<file path="src/rtl/switch_key_frontend_pkg.sv">
// ----------------------------------------------------------------------------
// switch_key_frontend_pkg
// Shared definitions for the switch/key front end and the 3-to-8 LED decoder
// stage that it feeds.
//   state_t     : arming state of the front end (IDLE, ARMED)
//   EN_ACTIVE   : decoder enable code that turns the decoder on
//   EN_OFF      : decoder enable code that keeps the decoder dark
//   DB_CNT_W    : width of every debounce counter
//   enable_code : maps an arming state to the decoder enable code
// ----------------------------------------------------------------------------
package switch_key_frontend_pkg;

    typedef enum logic {
        ST_IDLE  = 1'b0,
        ST_ARMED = 1'b1
    } state_t;

    localparam logic [2:0] EN_ACTIVE = 3'b100;
    localparam logic [2:0] EN_OFF    = 3'b000;

    localparam int DB_CNT_W = 8;

    function automatic logic [2:0] enable_code(input state_t s);
        return (s == ST_ARMED) ? EN_ACTIVE : EN_OFF;
    endfunction

endpackage

</file>
<file path="src/rtl/switch_key_frontend_if.sv">
// ----------------------------------------------------------------------------
// switch_key_frontend_if
// Bundles the raw board inputs and the decoder-facing outputs of the front end.
//   raw_switch : raw, asynchronous slide switches
//   raw_key    : raw, asynchronous push key (1 = pressed)
//   switch     : debounced switch value, goes to the decoder switch input
//   enable     : decoder enable code (3'b100 armed, 3'b000 idle)
//   chg        : one-cycle pulse when the debounced switches change while armed
// Modports:
//   master : the board/stimulus side, drives the raw inputs
//   slave  : the front end, drives the decoder-facing outputs
// ----------------------------------------------------------------------------
interface switch_key_frontend_if;

    logic [2:0] raw_switch;
    logic       raw_key;
    logic [2:0] switch;
    logic [2:0] enable;
    logic       chg;

    modport master (
        output raw_switch,
        output raw_key,
        input  switch,
        input  enable,
        input  chg
    );

    modport slave (
        input  raw_switch,
        input  raw_key,
        output switch,
        output enable,
        output chg
    );

endinterface

</file>
<file path="src/rtl/switch_key_frontend_debounce_bit.sv">
// ----------------------------------------------------------------------------
// debounce_bit
// One input channel: two-flop synchroniser followed by a run-length debouncer.
// The stable value only follows the synchronised input after it has differed
// for DEBOUNCE_CYCLES consecutive cycles.
//   clk      : system clock
//   rst      : asynchronous reset, active low
//   i_raw    : raw asynchronous input
//   o_stable : debounced (stable) value
//   o_upd    : high in the cycle whose rising edge updates o_stable
// ----------------------------------------------------------------------------
module debounce_bit
    import switch_key_frontend_pkg::*;
#(
    parameter int DEBOUNCE_CYCLES = 4
) (
    input  logic clk,
    input  logic rst,
    input  logic i_raw,
    output logic o_stable,
    output logic o_upd
);

    localparam logic [DB_CNT_W-1:0] CNT_LAST = DB_CNT_W'(DEBOUNCE_CYCLES - 1);

    logic                r_s1;
    logic                r_s2;
    logic                r_stable;
    logic [DB_CNT_W-1:0] r_cnt;
    logic                w_diff;
    logic                w_done;

    assign w_diff = (r_s2 != r_stable);
    // Combinational so that downstream registers see the update on the same
    // edge that loads the new stable value.
    assign w_done = w_diff && (r_cnt == CNT_LAST);

    // Two-flop synchroniser for the asynchronous input.
    always_ff @(posedge clk or negedge rst) begin
        if (!rst) begin
            r_s1 <= 1'b0;
            r_s2 <= 1'b0;
        end else begin
            r_s1 <= i_raw;
            r_s2 <= r_s1;
        end
    end

    // Any cycle that agrees with the stable value restarts the run, so the
    // counter never exceeds CNT_LAST.
    always_ff @(posedge clk or negedge rst) begin
        if (!rst) begin
            r_stable <= 1'b0;
            r_cnt    <= '0;
        end else if (!w_diff) begin
            r_cnt <= '0;
        end else if (w_done) begin
            r_stable <= r_s2;
            r_cnt    <= '0;
        end else begin
            r_cnt <= r_cnt + 1'b1;
        end
    end

    assign o_stable = r_stable;
    assign o_upd    = w_done;

endmodule

</file>
<file path="src/rtl/switch_key_frontend.sv">
// ----------------------------------------------------------------------------
// switch_key_frontend
// Debounces three slide switches and one push key, arms/disarms the 3-to-8 LED
// decoder from key presses, and disarms itself after IDLE_TIMEOUT cycles with
// no switch activity (0 disables the timeout).
//   clk : system clock
//   rst : asynchronous reset, active low
//   bus : switch_key_frontend_if.slave (raw inputs in, switch/enable/chg out)
// ----------------------------------------------------------------------------
module switch_key_frontend
    import switch_key_frontend_pkg::*;
#(
    parameter int DEBOUNCE_CYCLES = 4,
    parameter int IDLE_TIMEOUT    = 1000,
    parameter bit START_ARMED     = 1'b0
) (
    input  logic                       clk,
    input  logic                       rst,
    switch_key_frontend_if.slave       bus
);

    localparam int          TO_W        = (IDLE_TIMEOUT > 1) ? $clog2(IDLE_TIMEOUT) : 1;
    localparam logic [TO_W-1:0] TO_LAST = TO_W'(IDLE_TIMEOUT - 1);
    localparam state_t      RESET_STATE = START_ARMED ? ST_ARMED : ST_IDLE;

    logic [3:0]      w_raw;
    logic [3:0]      w_stable;
    logic [3:0]      w_upd;
    logic            w_key_press;
    logic            w_sw_upd;
    logic            w_timeout;
    state_t          r_state;
    state_t          w_state_nxt;
    logic [2:0]      r_enable;
    logic [2:0]      w_enable_nxt;
    logic            r_chg;
    logic            w_chg_nxt;
    logic [TO_W-1:0] r_to_cnt;

    // Channels 0..2 are the slide switches, channel 3 is the key.
    assign w_raw = {bus.raw_key, bus.raw_switch};

    for (genvar g = 0; g < 4; g++) begin : g_chan
        debounce_bit #(
            .DEBOUNCE_CYCLES (DEBOUNCE_CYCLES)
        ) u_debounce (
            .clk      (clk),
            .rst      (rst),
            .i_raw    (w_raw[g]),
            .o_stable (w_stable[g]),
            .o_upd    (w_upd[g])
        );
    end

    // A press is the debounced key about to go 0 -> 1; releases are ignored.
    assign w_key_press = w_upd[3] && !w_stable[3];
    assign w_sw_upd    = |w_upd[2:0];
    assign w_timeout   = (IDLE_TIMEOUT > 0) && (r_to_cnt == TO_LAST);

    // State register, with enable and chg registered alongside so they change
    // on the same edge as the state.
    always_ff @(posedge clk or negedge rst) begin
        if (!rst) begin
            r_state  <= RESET_STATE;
            r_enable <= enable_code(RESET_STATE);
            r_chg    <= 1'b0;
        end else begin
            r_state  <= w_state_nxt;
            r_enable <= w_enable_nxt;
            r_chg    <= w_chg_nxt;
        end
    end

    // Next-state logic. A key press always toggles; a switch update in the
    // terminal timeout cycle keeps the block armed.
    always_comb begin
        w_state_nxt = r_state;
        case (r_state)
            ST_IDLE: begin
                if (w_key_press) begin
                    w_state_nxt = ST_ARMED;
                end
            end
            ST_ARMED: begin
                if (w_key_press) begin
                    w_state_nxt = ST_IDLE;
                end else if (w_timeout && !w_sw_upd) begin
                    w_state_nxt = ST_IDLE;
                end
            end
            default: w_state_nxt = ST_IDLE;
        endcase
    end

    // Output decode; chg looks at the pre-edge state so the arming edge
    // itself never reports a change.
    always_comb begin
        w_enable_nxt = enable_code(w_state_nxt);
        w_chg_nxt    = w_sw_upd && (r_state == ST_ARMED);
    end

    // Inactivity counter: runs only while staying armed, restarted by entry
    // into ARMED and by every debounced switch change.
    always_ff @(posedge clk or negedge rst) begin
        if (!rst) begin
            r_to_cnt <= '0;
        end else if ((r_state != ST_ARMED) || (w_state_nxt != ST_ARMED) || w_sw_upd) begin
            r_to_cnt <= '0;
        end else begin
            r_to_cnt <= r_to_cnt + 1'b1;
        end
    end

    assign bus.switch = w_stable[2:0];
    assign bus.enable = r_enable;
    assign bus.chg    = r_chg;

endmodule

</file>
<file path="src/flat_wrapper.sv">
// flat-port wrapper written by rule: the top's interface ports become plain ports
module switch_key_frontend_flat import switch_key_frontend_pkg::*;
#(
    parameter int DEBOUNCE_CYCLES = 4,
    parameter int IDLE_TIMEOUT    = 1000,
    parameter bit START_ARMED     = 1'b0
)
  (clk, rst, bus_raw_switch, bus_raw_key, bus_switch, bus_enable, bus_chg);
  switch_key_frontend_if bus_i ();
  input  logic clk;
  input  logic rst;
  input wire logic [$bits(bus_i.raw_switch)-1:0] bus_raw_switch;
  input wire logic [$bits(bus_i.raw_key)-1:0] bus_raw_key;
  output wire logic [$bits(bus_i.switch)-1:0] bus_switch;
  output wire logic [$bits(bus_i.enable)-1:0] bus_enable;
  output wire logic [$bits(bus_i.chg)-1:0] bus_chg;
  assign bus_i.raw_switch = bus_raw_switch;
  assign bus_i.raw_key = bus_raw_key;
  assign bus_switch = bus_i.switch;
  assign bus_enable = bus_i.enable;
  assign bus_chg = bus_i.chg;
  switch_key_frontend #(.DEBOUNCE_CYCLES(DEBOUNCE_CYCLES), .IDLE_TIMEOUT(IDLE_TIMEOUT), .START_ARMED(START_ARMED)) u_core (.clk(clk), .rst(rst), .bus(bus_i));
endmodule
</file>
<file path="config.mk">
export PLATFORM = sky130hd
export DESIGN_NAME = switch_key_frontend_flat
export DESIGN_NICKNAME = d
export VERILOG_FILES = /design/src/rtl/switch_key_frontend_pkg.sv /design/src/rtl/switch_key_frontend_if.sv /design/src/rtl/switch_key_frontend_debounce_bit.sv /design/src/rtl/switch_key_frontend.sv /design/src/flat_wrapper.sv
export SDC_FILE = /design/constraint.sdc
export NUM_CORES = 1
export LEC_CHECK = 0
export CORE_ASPECT_RATIO = 0.9
export CORE_UTILIZATION = 25
export DETAILED_ROUTE_END_ITERATION = 8
export DONT_BUFFER_PORTS = 1
export PLACE_DENSITY = 0.43
export SLEW_MARGIN = 20
export SYNTH_ARGS = -nofsm -noshare
export SYNTH_HDL_FRONTEND = slang
export SYNTH_SLANG_ARGS = --single-unit
</file>
<file path="constraint.sdc">
create_clock -name clk -period 4.6 [get_ports clk]
set_clock_uncertainty 0.1 [all_clocks]
set_input_delay 0.92 -clock clk [delete_from_list [all_inputs] [get_ports clk]]
set_output_delay 0.92 -clock clk [all_outputs]
set_load 0.005 [all_outputs]
</file>
==> out/results.txt <==
Port buffering added 0 buffers. The commonest non-fill, non-tap cell in the layout was sky130_fd_sc_hd__dfrtp_1. The analysis attributes to net switching a power of 369 uW. Clock-pin slew was measured on the worst setup and hold paths at 0.10 ns. On the critical path, the stage with the largest delay is an instance of sky130_fd_sc_hd__dfrtp_1. The sequential fraction of design power is 56.7%, and the number of vias after detailed routing is 1495. For this run, the number of Yosys warnings is 0. The count of unresolved DRC violations after routing is 0, and the path length in cells of the critical path is 5. The number of antenna violations at the first check in global routing is 0. The power density of the placed cells works out to 427 nW/um2. The via count normalized by instance count works out to 4.25. The logs give 20.7% for the part of the total power dissipated in combinational logic and 5 for the number of buffers created by CTS. For this run the aggregate overflow at the end of global routing stands at 0. After synthesis the cells add up to 2470 um2.

In this run the worst path has a maximum fanout of 10. The tree is rooted in a sky130_fd_sc_hd__clkbuf_8. The proportion of synthesized chip area in sequential cells was 56.6%; the count of buffering cells on the critical path with inverters included was 0. The part of the cycle the worst path needs is 43.3%. Setup violations remaining at the end of the flow were counted as 0.

The min-delay analysis places its worst path in the category input pin to asynchronous set/reset pin. Cells with a size suffix above 1 make up 5.75% of the layout. The number of antenna diodes in the final layout is 0. The post-detailed-route count of antenna-violating nets was 0. Before CTS, the worst setup slack after placement is 2.56 ns. The worst setup path is of the flip-flop to flip-flop kind. The smallest clock period supported by the final layout is computed as 1.99 ns. The setup TNS is 0 ns. The number of hold buffers added after CTS was 0.

The number of pins with negative max-slew slack in the final report is 0. Via count of the first global-routing pass: 1497. The routed wirelength normalized by instance count works out to 11.7 um. The flow ran to the end, and the final reports show no timing, DRC or antenna violations. STA puts the critical path data required time at 4.66 ns. Synthesis inferred 56 register bits.

Traced cell by cell, the critical path runs through ha_1 > nor4b_1 > nand4b_1 > o2111ai_2 > nor3_1. The run gives 0 as the hold violation total from the final report. The top cell family by delay on the critical path is simple AND/OR/NAND/NOR gates. In this run switching power makes up 32.4% of total power. Share of the synthesized area in the top cell type: 56.6%. The latest clock arrival within the worst-skew pair came out at 0.30 ns.

The critical path's largest stage delay is 0.43 ns, and the fraction of power consumed by the clock network is 22.6%. The detailed-router iteration count before antenna repair was 4; the multiplexer fraction of the synthesized cell area was 1.82%. The run gives 502 MHz as the upper clock frequency limit.

The worst register-to-register path has a setup slack of 2.61 ns. By area the synthesized netlist is led by sky130_fd_sc_hd__dfrtp_1 57%, sky130_fd_sc_hd__xor2_1 7.8%, sky130_fd_sc_hd__xnor2_1 5.3%, sky130_fd_sc_hd__nor2_1 4.6%, sky130_fd_sc_hd__nand3_1 3.8%. The complex-gate fraction of the synthesized area is 1.92%. For this design the static power due to leakage is 1.16 nW. The synthesized netlist devotes 13.1% of its cell area to XOR and XNOR gates. The initial DRC count was 86; the number of post-CTS setup repair buffers was 0. STA classifies the critical path endpoint as a flip-flop. The width of the chip came out at 107 um.

Routability-driven placement finished with a final weighted congestion of 0.700. Relative to the synthesized area, the layout overhead comes to 7.84%. The final-layout fill cell count is 989, and the initial core utilization is 25.6%. The first global-routing pass estimated 7270 um of wire.

In this run the deepest clock path goes through 2 buffers. Summed over all nets, the half-perimeter wirelength after detailed placement is 2810 um. Of the total synthesized cell area, the portion taken by AND, OR, NAND and NOR gates is 21.3%. STA classifies the critical path startpoint as a flip-flop. After clock tree synthesis, the repair step resized 0 gates.

The number of maximum-capacitance violations is 0, and the cell count of the worst reg-to-reg path is 5. Counting every instance in the synthesized netlist gives 224. The logs give 0.136 mV for the maximum resistive drop on vdd and 770 uW for the internal power of the cells. The post-synthesis area per instance was 11.0 um2. The tools report the clock sink count as 56. By area, the combinational part of the netlist is dominated by simple AND/OR/NAND/NOR gates. Of all cell types, the one taking the most synthesized area is sky130_fd_sc_hd__dfrtp_1.

The run gives 34 as the number of rows created at floorplan. In the post-route analysis, the smallest setup slack over all paths is 2.61 ns. The aggregate global-route resource usage is 9.15%, and the number of primary I/O pins is 13.

Number of levels the H-tree was split into: 2. The run gives 26 as the number of distinct library cells after synthesis. The floorplan die height was 96.4 um.

Wires add up to 4100 um. The die covers 10300 um2. Setup repair after global routing left no endpoint under its margin.

Summing the areas of all fa, ha and maj instances in the mapped netlist gives 2.53% of the synthesized area. Number of nets at the end of the flow: 237. The top cell types in the final layout, fill and taps aside, are 56 x sky130_fd_sc_hd__dfrtp_1, 30 x sky130_fd_sc_hd__nor2_1, 22 x sky130_fd_sc_hd__xor2_1.

The largest net degree at the start of global routing came out at 57. TritonCTS built the clock tree. The region available for standard cell placement spans 9660 um2. The tools report the critical path arrival as 2.06 ns.
synth_stat cells (all sizes together):
master	n
a21oi	1
mux2	4
nor3	16
nand3	19
or3	1
xor2	22
xnor2	15
inv	5
and3	11
o41a	1
nor4b	4
nand4b	1
nand4	3
o2111ai	1
o21ai	1
conb	1
nand2b	1
nor2	30
dfrtp	56
buf	6
ha	5
nor3b	1
and2	5
o211ai	1
nand2	12
or4	1
power groups by stage:
stage	logic [mW]	clock network, mW	registers [mW]
floorplan	0.221	0	0.631
global placement	0.247	0	0.659
finish	0.236	0.257	0.647
detailed placement	0.241	0	0.660
CTS	0.242	0.271	0.650
global route	0.276	0.292	0.661
state kept, by name (all words and copies together) (netlist names):
signal / flops
u_core.bus.chg: 1
u_core.bus.enable: 1
u_core.g_chan.u_debounce.o_stable: 4
u_core.g_chan.u_debounce.r_cnt: 32
u_core.g_chan.u_debounce.r_s1: 4
u_core.g_chan.u_debounce.r_s2: 4
u_core.r_to_cnt: 10
layout make-up:
cell class	count	area, um2	share of cell area [%]
clock buffer	6	72.6	2.72
sequential	56	1400	52.5
multi-input combinational	158	1010	38.0
clock inverter	1	5.00	0.188
inverter	5	18.8	0.703
tap	126	158	5.91
kinds of logic after synthesis:
kind of cell	count (synthesis)
AND/OR/NAND/NOR	105
flip-flops	56
XOR/XNOR	37
buffers and inverters	11
adder cells (fa/ha/maj)	5
AO/OA/AOI/OAI	5
multiplexers	4
other	1
worst register-to-register path, cell delays in order (launching register included):
cell,delay (ns)
sky130_fd_sc_hd__dfrtp_1,0.43
sky130_fd_sc_hd__ha_1,0.25
sky130_fd_sc_hd__nor4b_1,0.42
sky130_fd_sc_hd__nand4b_1,0.25
sky130_fd_sc_hd__o2111ai_2,0.28
sky130_fd_sc_hd__nor3_1,0.13
final timing paths:
path,endpoint,from
setup / recovery,u_core.r_to_cnt[4],u_core.g_chan[3].u_debounce.r_cnt[0]
hold / removal,u_core.g_chan[1].u_debounce.r_cnt[7],rst
setup reg to reg,u_core.r_to_cnt[4],u_core.g_chan[3].u_debounce.r_cnt[0]
hold reg to reg,u_core.g_chan[2].u_debounce.r_s2,u_core.g_chan[2].u_debounce.r_s1
max in group asynchronous,u_core.g_chan[0].u_debounce.r_s2,rst
min in group clk,u_core.g_chan[2].u_debounce.r_s2,u_core.g_chan[2].u_debounce.r_s1
metrics by stage:
stage	total power [mW]	instance area [um2]	util, %	std cells	hold WS, ns
6_report	1.14	2670	27.6	352	0.199
3_3_place_gp	0.906	2590	26.8	345	0.236
2_1_floorplan	0.853	2480	-	225	0.231
4_1_cts	1.16	2670	27.6	352	0.184
5_1_grt	1.23	2670	27.6	352	0.168
3_5_place_dp	0.901	2590	26.8	345	0.236
per-layer routing:
metal / vias to the layer above / share of wire (%) / GRT usage [%]
li1: 756 / - / -
met1: 724 / 53 / 12.1
met2: 13 / 43 / 14.0
met3: 2 / 3.6 / 2.88
met4: 0 / 0.93 / 3.42
met5: - / 0 / 0
(Power assumes the default switching activity.)
